$ cat src/rtl/pc_trace_buffer_pkg.sv
// Shared definitions for the PC trace buffer. These cover the widths, the entry
// kinds, the packed entry layout and the compressor states.
package pc_trace_buffer_pkg;

  localparam int unsigned PC_W    = 16;
  localparam int unsigned RUN_W   = 8;
  localparam int unsigned DEPTH   = 16;
  localparam int unsigned PC_STEP = 1;
  localparam int unsigned LVL_W   = $clog2(DEPTH) + 1;
  localparam int unsigned ENTRY_W = 2 + PC_W + RUN_W;

  localparam logic [RUN_W-1:0] RUN_MAX = {RUN_W{1'b1}};

  typedef enum logic [1:0] {
    KIND_SYNC = 2'b00,
    KIND_JUMP = 2'b01,
    KIND_SAT  = 2'b10,
    KIND_STOP = 2'b11
  } kind_e;

  // The field order fixes the bit layout: kind is the MSBs, then pc, then run.
  typedef struct packed {
    kind_e             kind;
    logic [PC_W-1:0]   pc;
    logic [RUN_W-1:0]  run;
  } entry_t;

  typedef enum logic [1:0] {
    ST_OFF  = 2'b00,
    ST_SYNC = 2'b01,
    ST_RUN  = 2'b10
  } state_e;

endpackage

$ cat src/rtl/pc_trace_buffer_if.sv
// Trace drain port carrying a valid/ready head of the trace FIFO.
//   master: the buffer drives valid/kind/pc/run and samples ready.
//   slave : the debug host drives ready.
interface pc_trace_buffer_if;
  import pc_trace_buffer_pkg::*;

  logic             valid;
  logic             ready;
  kind_e            kind;
  logic [PC_W-1:0]  pc;
  logic [RUN_W-1:0] run;

  modport master (output valid, kind, pc, run, input ready);
  modport slave  (input valid, kind, pc, run, output ready);
endinterface

$ cat src/rtl/pc_trace_buffer_sync_fifo.sv
// First-word-fall-through synchronous FIFO with an occupancy count.
//   clk, rst  : clock and synchronous active-high reset (flushes the FIFO)
//   push, din : write request and data. The write is accepted when the FIFO is
//               not full, or when it is full and a pop occurs on the same edge.
//   pop       : read request. A pop while empty is ignored.
//   dout      : head word. It is valid while empty is 0.
//   full, empty, count : occupancy status
module pc_trace_buffer_sync_fifo #(
  parameter int unsigned WIDTH = 8,
  parameter int unsigned DEPTH = 16
) (
  input  logic                       clk,
  input  logic                       rst,
  input  logic                       push,
  input  logic [WIDTH-1:0]           din,
  input  logic                       pop,
  output logic [WIDTH-1:0]           dout,
  output logic                       full,
  output logic                       empty,
  output logic [$clog2(DEPTH):0]     count
);

  localparam int unsigned AW = $clog2(DEPTH);
  localparam int unsigned CW = AW + 1;

  logic [WIDTH-1:0] mem [DEPTH];
  logic [AW-1:0]    wr_ptr_q, rd_ptr_q;
  logic [CW-1:0]    count_q;
  logic             push_ok, pop_ok;

  assign full    = (count_q == CW'(DEPTH));
  assign empty   = (count_q == '0);
  assign pop_ok  = pop && !empty;
  assign push_ok = push && (!full || pop_ok);
  assign dout    = mem[rd_ptr_q];
  assign count   = count_q;

  // Storage array. It needs no reset because reads are qualified by count.
  always_ff @(posedge clk) begin
    if (push_ok) mem[wr_ptr_q] <= din;
  end

  // Pointers and occupancy. DEPTH is a power of two, so the pointers wrap naturally.
  always_ff @(posedge clk) begin
    if (rst) begin
      wr_ptr_q <= '0;
      rd_ptr_q <= '0;
      count_q  <= '0;
    end else begin
      if (push_ok) wr_ptr_q <= wr_ptr_q + AW'(1);
      if (pop_ok)  rd_ptr_q <= rd_ptr_q + AW'(1);
      case ({push_ok, pop_ok})
        2'b10:   count_q <= count_q + CW'(1);
        2'b01:   count_q <= count_q - CW'(1);
        default: count_q <= count_q;
      endcase
    end
  end

endmodule

$ cat src/rtl/pc_trace_buffer.sv
// PC trace compressor. It samples the core PC every clock and emits entries of
// the form {kind, pc, run} into a FIFO that the debug host drains. The block only
// observes the core and never stalls it.
//   clk, rst  : clock and synchronous active-high reset
//   pc        : core PC, sampled on every edge
//   trace_en  : capture enable
//   clr_ovf   : clears the sticky overflow flag. A drop on the same edge wins.
//   trace     : drain port (valid/ready head of the FIFO)
//   level     : FIFO occupancy
//   overflow  : sticky flag, set when an entry is dropped
module pc_trace_buffer
  import pc_trace_buffer_pkg::*;
(
  input  logic               clk,
  input  logic               rst,
  input  logic [PC_W-1:0]    pc,
  input  logic               trace_en,
  input  logic               clr_ovf,
  pc_trace_buffer_if.master  trace,
  output logic [LVL_W-1:0]   level,
  output logic               overflow
);

  state_e           state_q, state_d;
  logic [PC_W-1:0]  prev_pc_q, prev_pc_d;
  logic [RUN_W-1:0] run_q, run_d;
  logic             overflow_q;

  logic             gen;
  entry_t           gen_entry;
  logic             drop;
  logic             seq;

  logic             fifo_full, fifo_empty;
  logic [ENTRY_W-1:0] fifo_dout;
  entry_t           head;

  assign seq = (pc == prev_pc_q + PC_W'(PC_STEP));

  // Compressor FSM. It produces next state, run/prev_pc updates and the entry to push.
  always_comb begin
    state_d   = state_q;
    prev_pc_d = prev_pc_q;
    run_d     = run_q;
    gen       = 1'b0;
    gen_entry = '{kind: KIND_SYNC, pc: '0, run: '0};
    drop      = 1'b0;

    case (state_q)
      ST_OFF: begin
        if (trace_en) state_d = ST_SYNC;
      end
      ST_SYNC: begin
        if (trace_en) begin
          gen       = 1'b1;
          gen_entry = '{kind: KIND_SYNC, pc: pc, run: '0};
          prev_pc_d = pc;
          run_d     = '0;
          state_d   = ST_RUN;
        end else begin
          state_d   = ST_OFF;
        end
      end
      ST_RUN: begin
        if (trace_en) begin
          prev_pc_d = pc;
          if (seq && (run_q != RUN_MAX)) begin
            run_d = run_q + RUN_W'(1);
          end else if (seq) begin
            gen       = 1'b1;
            gen_entry = '{kind: KIND_SAT, pc: pc, run: RUN_MAX};
            run_d     = '0;
          end else begin
            gen       = 1'b1;
            gen_entry = '{kind: KIND_JUMP, pc: pc, run: run_q};
            run_d     = '0;
          end
        end else begin
          gen       = 1'b1;
          gen_entry = '{kind: KIND_STOP, pc: prev_pc_q, run: run_q};
          run_d     = '0;
          state_d   = ST_OFF;
        end
      end
      default: state_d = ST_OFF;
    endcase

    // A full FIFO with no pop loses the entry, so the next one must re-anchor the PC.
    // "full" implies "not empty", so the pop here reduces to ready.
    drop = gen && fifo_full && !trace.ready;
    if (drop) state_d = ST_SYNC;
  end

  // Compressor state registers.
  always_ff @(posedge clk) begin
    if (rst) begin
      state_q   <= ST_OFF;
      prev_pc_q <= '0;
      run_q     <= '0;
    end else begin
      state_q   <= state_d;
      prev_pc_q <= prev_pc_d;
      run_q     <= run_d;
    end
  end

  // Sticky overflow flag. A set on this edge takes priority over a clear.
  always_ff @(posedge clk) begin
    if (rst)          overflow_q <= 1'b0;
    else if (drop)    overflow_q <= 1'b1;
    else if (clr_ovf) overflow_q <= 1'b0;
  end

  pc_trace_buffer_sync_fifo #(
    .WIDTH (ENTRY_W),
    .DEPTH (DEPTH)
  ) u_fifo (
    .clk   (clk),
    .rst   (rst),
    .push  (gen),
    .din   (gen_entry),
    .pop   (trace.ready),
    .dout  (fifo_dout),
    .full  (fifo_full),
    .empty (fifo_empty),
    .count (level)
  );

  assign head = fifo_dout;

  // The head fields read as zero while the FIFO is empty, because the storage is not reset.
  assign trace.valid = !fifo_empty;
  assign trace.kind  = fifo_empty ? KIND_SYNC : head.kind;
  assign trace.pc    = fifo_empty ? '0 : head.pc;
  assign trace.run   = fifo_empty ? '0 : head.run;
  assign overflow    = overflow_q;

endmodule
$ cat src/flat_wrapper.sv
// flat-port wrapper written by rule: the top's interface ports become plain ports
module pc_trace_buffer_flat import pc_trace_buffer_pkg::*;
  (clk, rst, pc, trace_en, clr_ovf, level, overflow, trace_valid, trace_kind, trace_pc, trace_run, trace_ready);
  pc_trace_buffer_if trace_i ();
  input  logic clk;
  input  logic rst;
  input  logic [PC_W-1:0] pc;
  input  logic trace_en;
  input  logic clr_ovf;
  output logic [LVL_W-1:0] level;
  output logic overflow;
  output wire logic [$bits(trace_i.valid)-1:0] trace_valid;
  output wire logic [$bits(trace_i.kind)-1:0] trace_kind;
  output wire logic [$bits(trace_i.pc)-1:0] trace_pc;
  output wire logic [$bits(trace_i.run)-1:0] trace_run;
  input wire logic [$bits(trace_i.ready)-1:0] trace_ready;
  assign trace_valid = trace_i.valid;
  assign trace_kind = trace_i.kind;
  assign trace_pc = trace_i.pc;
  assign trace_run = trace_i.run;
  assign trace_i.ready = trace_ready;
  pc_trace_buffer u_core (.clk(clk), .rst(rst), .pc(pc), .trace_en(trace_en), .clr_ovf(clr_ovf), .trace(trace_i), .level(level), .overflow(overflow));
endmodule
$ cat config.mk
export PLATFORM = sky130hd
export DESIGN_NAME = pc_trace_buffer_flat
export DESIGN_NICKNAME = d
export VERILOG_FILES = /design/src/rtl/pc_trace_buffer_pkg.sv /design/src/rtl/pc_trace_buffer_if.sv /design/src/rtl/pc_trace_buffer_sync_fifo.sv /design/src/rtl/pc_trace_buffer.sv /design/src/flat_wrapper.sv
export SDC_FILE = /design/constraint.sdc
export NUM_CORES = 1
export LEC_CHECK = 0
export BUFFER_PORTS_ARGS = -buffer_cell sky130_fd_sc_hd__buf_2
export CAP_MARGIN = 20
export CORE_UTILIZATION = 45
export CTS_CLUSTER_SIZE = 28
export DETAILED_ROUTE_END_ITERATION = 8
export SLEW_MARGIN = 15
export SYNTH_ARGS = -nofsm -noshare
export SYNTH_HDL_FRONTEND = slang
export SYNTH_HIERARCHICAL = 1
export SYNTH_SLANG_ARGS = --single-unit
$ cat constraint.sdc
create_clock -name clk -period 7.2 [get_ports clk]
set_input_delay 1.44 -clock clk [delete_from_list [all_inputs] [get_ports clk]]
set_output_delay 1.44 -clock clk [all_outputs]
set_load 0.01 [all_outputs]
Word-level counts from Yosys, hierarchy flattened
Memory sizes are Yosys's and may differ from the RTL's. A register that Yosys moved wholly into a read port is not among the register bits.
Cells that the tools add are included.
Storage, ports and cells
  register bits after elaboration: 40
  bits in writable memories: 416
  bits of input ports: 21
  output and inout port bits: 33
  word-level logic and storage cells: 75
  memories kept: 1
Memory list
  u_core.u_fifo.mem: depth 16, width 26, rd ports 1, clocked after memory_dff 1, wr ports 1, RTL line pc_trace_buffer_sync_fifo.sv:26  | logic [WIDTH-1:0] mem [DEPTH];
Cells by class
  add/subtract/negate cells: 6
  equal/unequal tests: 12
  multiplexer cells: 28
  reductions and logical operators: 20
Operators with widths (count)
  two-way mux 26 bit: 3
  case mux 26 bit (2 select lines): 1
  two-way mux 8 bit: 4
  two-way mux 24 bit: 1
  adder 16 x 1 -> 16 bit (second input constant): 1
  == test 16 bit: 1
  two-way mux 16 bit: 1
  case mux 8 bit (2 select lines): 1
  case mux 5 bit (2 select lines): 1
  adder 4 x 1 -> 4 bit (second input constant): 2
  adder 8 x 1 -> 8 bit (second input constant): 1
  two-way mux 1 bit: 8
  two-way mux 2 bit: 4
  two-way mux 4 bit: 2
  != test 8 bit (second input constant): 1
  AND reduction 2 bit: 4
  != test 2 bit (second input constant): 3
  != test 3 x 2 -> 1 bit (second input constant): 2
  case mux 2 bit (3 select lines): 1
  nonzero test 2 bit: 3
  adder 5 x 1 -> 5 bit (second input constant): 1
  == test 5 bit (second input constant): 1
  logical AND 1 bit: 5
  zero test 5 bit: 1
  other kinds (8): 13

Depth between registers and ports, before layout
  depth after elaboration: 10
  depth in mapped cells: 18
  depth with buffers taken out: 16

Modules after synthesis
The synthesis kept the hierarchy.
By module, submodules not included
  pc_trace_buffer_sync_fifo: times used 1, cells each 765, area each 16580.9 um^2, sequential area each 12832.3 um^2
  pc_trace_buffer: times used 1, cells each 305, area each 2283.4 um^2, sequential area each 540.5 um^2

Worst setup path after synthesis
Ideal clock, no wire load.
  kind: input to register
  start: in pc[11]
  end: mem u_core/u_fifo/mem[0][0] (netlist bit), enable pin
  setup time: 0.475 ns
  arrival time: 5.562 ns
  required time: 6.725 ns
  setup slack: 1.164 ns
  stages on the path: 11
  buffers on the path: 2
  path through: xor2_1 -> or2_2 -> o211ai_1 -> a2111oi_4 -> nand4_1 -> buf_2 -> a21oi_1 -> inv_1 -> clkbuf_1 -> o21ai_4 -> nor4_1
On the way
  longest elaborated chain between the ends: 8
Ends and longest elaborated chain
  start: declaration: RTL line flat_wrapper.sv:7  | input logic [PC_W-1:0] pc;
  == test 16 bit: RTL line pc_trace_buffer.sv:38  | assign seq = (pc == prev_pc_q + PC_W'(PC_STEP));
  logical AND 1 bit: RTL line pc_trace_buffer.sv:67  | if (seq && (run_q != RUN_MAX)) begin
  two-way mux 1 bit: RTL line pc_trace_buffer.sv:67
  two-way mux 1 bit: RTL line pc_trace_buffer.sv:65  | if (trace_en) begin
  case mux 1 bit (2 select lines): RTL line pc_trace_buffer.sv:49  | case (state_q)
  via u_core.gen: RTL line pc_trace_buffer.sv:29  | logic gen;
  logical AND 1 bit: RTL line pc_trace_buffer_sync_fifo.sv:34  | assign push_ok = push && (!full || pop_ok);
  two-way mux 1 bit: RTL line pc_trace_buffer_sync_fifo.sv:40  | if (push_ok) mem[wr_ptr_q] <= din;
  two-way mux 1 bit (not written as such): RTL line pc_trace_buffer_sync_fifo.sv:40
  end: declaration: RTL line pc_trace_buffer_sync_fifo.sv:26
The timed path passes the listed nets, and every way through them passes these cells.

Final worst setup path
  start: in pc[11]
  end: reg u_core.u_fifo.count_q[4], in the netlist u_core/u_fifo/count[4]
On the way
  longest elaborated chain between the ends: 8
  elaborated cells between the ends (all ways): 10
  those cells by class: 3 x eq/ne; 4 x mux; 3 x reduce/logical
Ends and longest elaborated chain
  == test 16 bit *: RTL line pc_trace_buffer.sv:38
  logical AND 1 bit *: RTL line pc_trace_buffer.sv:67
  two-way mux 1 bit *: RTL line pc_trace_buffer.sv:67
  two-way mux 1 bit *: RTL line pc_trace_buffer.sv:65
  case mux 1 bit (2 select lines) *: RTL line pc_trace_buffer.sv:49
  via u_core.gen: RTL line pc_trace_buffer.sv:29
  logical AND 1 bit *: RTL line pc_trace_buffer_sync_fifo.sv:34
  == test 2 x 1 -> 1 bit / == test 2 bit (equally long branches): RTL line pc_trace_buffer_sync_fifo.sv:52  | case ({push_ok, pop_ok})
  case mux 5 bit (2 select lines) / nonzero test 2 bit (equally long branches)
  end signal: assignment: RTL line pc_trace_buffer_sync_fifo.sv:53  | 2'b10: count_q <= count_q + CW'(1);
  end signal: assignment: RTL line pc_trace_buffer_sync_fifo.sv:54  | 2'b01: count_q <= count_q - CW'(1);
  end signal: assignment: RTL line pc_trace_buffer_sync_fifo.sv:55  | default: count_q <= count_q;
  end: declaration: RTL line pc_trace_buffer_sync_fifo.sv:28  | logic [CW-1:0] count_q;
The timed path passes the listed nets; every way through them passes the cells marked *.
A chain may end at the register's enable or synchronous reset.

==> flow_summary.toml <==
[outcome]
status = "complete, no violations"

[floorplanning]
die-width_um = 206.7
core_area_um2 = 41110
pin_count = 54
initial_core_util = 0.4589
die_area_um2 = 42740
rows = 74
die_h_um = 206.7

[cts]
htree_levels = 2
clkTransAtPathRegs_ns = 0.06
cts_root_buffer = "clkbuf_16"
cts_setup_buffers = 0
cts_buffers = 47
cts-resized-gates = 0
cts.sinks = 460
hold_buffers = 0
cts_tree = "built"
clockBufferDepth = 3
clock_latency_ns = 0.56

[detailed_routing]
wl_per_cell_um = 23.34
routed_wl_mm = 39.49
via_count = 9683
dr.first_iter.drc_count = 549
drc = 0
viasPerCell = 5.723
antenna_left = 0
firstDrtPassIters = 6

[sta]
finClkSkew_ns = 0.01915
max_clock_freq_mhz = 183.4
grt_setup_unrepaired = "no"
setup_violations = 0
worst_pin_slew_ns = 1.069
slew_headroom = 0.2858
setup_tns_ns = 0
hold_ws_ns = 0.4616
fin_crit_ns = 5.452
fin_ws_ns = 1.748
period_share = 0.7573
drv_slew = 0
hold_viol = 0

[logic_synthesis]
ys_ff_latch = 460
syn_avg_cell_area_um2 = 17.63
syn_area_um2 = 18860
synth.yosys.warnings = 6
async_reset_ff_frac = 0
postSynthCellCount = 1070
synthDistinctLibCells = 60
yosys_most_used_dff = "edfxtp_1"
synth_edf_count = 416
syn_nets = 1105
synth.yosys.seq_area_share = 0.7089

[grt]
gr-total-overflow = 0
groute.layer.met1.usage = 0.2650
grt_start_max_net_pins = 48
gr-usage-met3 = 0.02449
grt_use_met2 = 0.3244
grt_pass1_wl_mm = 60.11
grt-busiest-layer = "met2"
grt_pass1_vias = 9874
antenna_found_initial = 0
gr-usage-all-layers = 0.1916

[place]
pre_cts_ws_ns = 1.238
dp_cells = 1608
gp_congestion = 0.7581
placement.io_buffers = 53
hpwlAfterDp_mm = 22.12

[flow_run]
drv_cap = 0

[power]
p_leak_nw = 6.629
ir_worst_vdd_mv = 0.2379
p_per_area_nw_per_um2 = 300.8

[setup_path]
crit_path_end_kind = "register"
crit_path_top_delay_cell = "a2111oi_4"
setup.worst_path.class = "input pin to register"
crit_fanout = 11
cp.arrival_ns = 5.88
crit_required_ns = 7.63
crit_chain = "buf_2 -> xnor2_1 -> nand2_1 -> or4b_1 -> a2111oi_4 -> nand4_1 -> a21oi_1 -> inv_1 -> nor2b_1 -> o21ai_4 -> fa_1 -> nand2b_1 -> o2bb2ai_1 -> nor3b_1 -> or4_1"
max_stage_delay_ns = 0.57
setup.worst_path.start_class = "input pin"

[layout]
fin_cells = 1692
fillCellCount = 3379
syn_to_final_growth_pct = 12.28
diodes = 0
final_util = 0.5152
nNetsFinal = 1160
drive_above_1_share = 0.2397

[min_path]
hp-class = "register to register"
==> worst max-delay path, delay by kind of cell <==
family	cells	cell delay (ns)
AOI/OAI and AO/OA	4	1.25
xor gates and xnor gates	1	0.19
adders and majority gates	1	0.42
buffers and inverters	2	0.36
and+or+nand+nor	7	2.19
==> Yosys cell counts, types with 8 or more instances <==
cell type	instances	area (um^2)
xnor2_1	20	175.2
a22oi_1	53	397.9
nor2b_1	34	212.7
nor2_1	26	97.59
inv_1	21	78.83
nand2_1	83	311.6
buf_2	17	85.08
nand3_1	17	85.08
dfxtp_1	44	880.8
o21ai_0	9	45.04
and2_1	9	56.30
nor4_1	13	81.33
mux4_2	104	2342
clkbuf_1	34	127.6
a21oi_2	8	70.07
a22o_1	17	148.9
edfxtp_1	416	12490
ha_1	13	162.7
a21oi_1	22	110.1
nand4_1	8	50.05
==> cell type report <==
cell class	instances	area [um^2]	area share
Inverter	22	82.58	0.003899
Tap cell	532	665.6	0.03143
Clock inverter	25	229.0	0.01081
Clock buffer	59	1221	0.05766
Timing Repair Buffer	65	355.3	0.01678
Sequential cell	460	13380	0.6317
Multi-Input combinational cell	529	5246	0.2477
==> sequential cells by signal, summed over array words and instances, names as in the netlist, named ones only <==
register,count
u_core/overflow,1
u_core/prev_pc_q,16
u_core/run_q,8
u_core/state_q,2
u_core/u_fifo/count,5
u_core/u_fifo/mem,416
u_core/u_fifo/rd_ptr_q,4
u_core/u_fifo/wr_ptr_q,4
==> kinds of logic after synthesis <==
logic type	count (synthesis)	share of synthesized area
compound gates	149	0.06095
xor+xnor	27	0.01254
fa+ha+maj	14	0.009684
buf+inv	81	0.01804
flops	460	0.7089
mux	110	0.1275
simple gates	229	0.06241
==> per-stage QoR <==
stage          cell area, um^2  total power, mW
2_1_floorplan            18860            3.811
3_3_place_gp             19730            4.144
3_5_place_dp             19730            4.159
4_1_cts                  21180            6.463
5_1_grt                  21180            6.649
6_report                 21180            6.370
==> path summary, 6_finish.rpt <==
| check | to | slack, ns | depth (start not counted) | from |
|---|---|---|---|---|
| setup / recovery | u_core/u_fifo/count[4] | 1.75 | 15 | pc[11] |
| hold / removal | u_core/overflow | 0.46 | 2 | u_core/overflow |
| setup reg to reg | u_core/u_fifo/count[4] | 2.19 | 15 | u_core/prev_pc_q[0] |
| hold reg to reg | u_core/overflow | 0.46 | 2 | u_core/overflow |
==> placed cells by master (no fill, tap or decap), types with 5 or more instances in the layout <==
master / netlist / final
a211oi_1: 5 / 5
a21oi_1: 22 / 22
a21oi_2: 8 / 8
a22o_1: 17 / 17
a22oi_1: 53 / 53
and2_1: 9 / 5
buf_2: 17 / 53
buf_4: 0 / 12
clkbuf_1: 34 / 12
clkbuf_16: 0 / 47
clkinv_1: 0 / 10
clkinv_2: 0 / 6
dfxtp_1: 44 / 42
edfxtp_1: 416 / 416
ha_1: 13 / 13
inv_1: 21 / 21
mux4_2: 104 / 104
nand2_1: 83 / 83
nand2b_1: 7 / 7
nand3_1: 17 / 17
nand4_1: 8 / 8
nor2_1: 26 / 20
nor2_4: 0 / 6
nor2b_1: 34 / 32
nor3_1: 7 / 7
nor4_1: 13 / 9
o21a_1: 5 / 5
o21ai_0: 9 / 9
xnor2_1: 20 / 20
xor2_1: 7 / 7
==> power by group <==
group / internal, mW / switching, mW
logic: 0.471 / 0.587
registers: 2.92 / 0.0917
clock network: 1.34 / 0.958
total: 4.73 / 1.64
==> per-layer routing <==
metal / vias up / part of all wire
met5: - / 0
met4: 0 / 0.019
met3: 59 / 0.042
met2: 221 / 0.49
met1: 4998 / 0.44
li1: 4405 / -
Note: power is estimated with default switching activity, not from simulation.
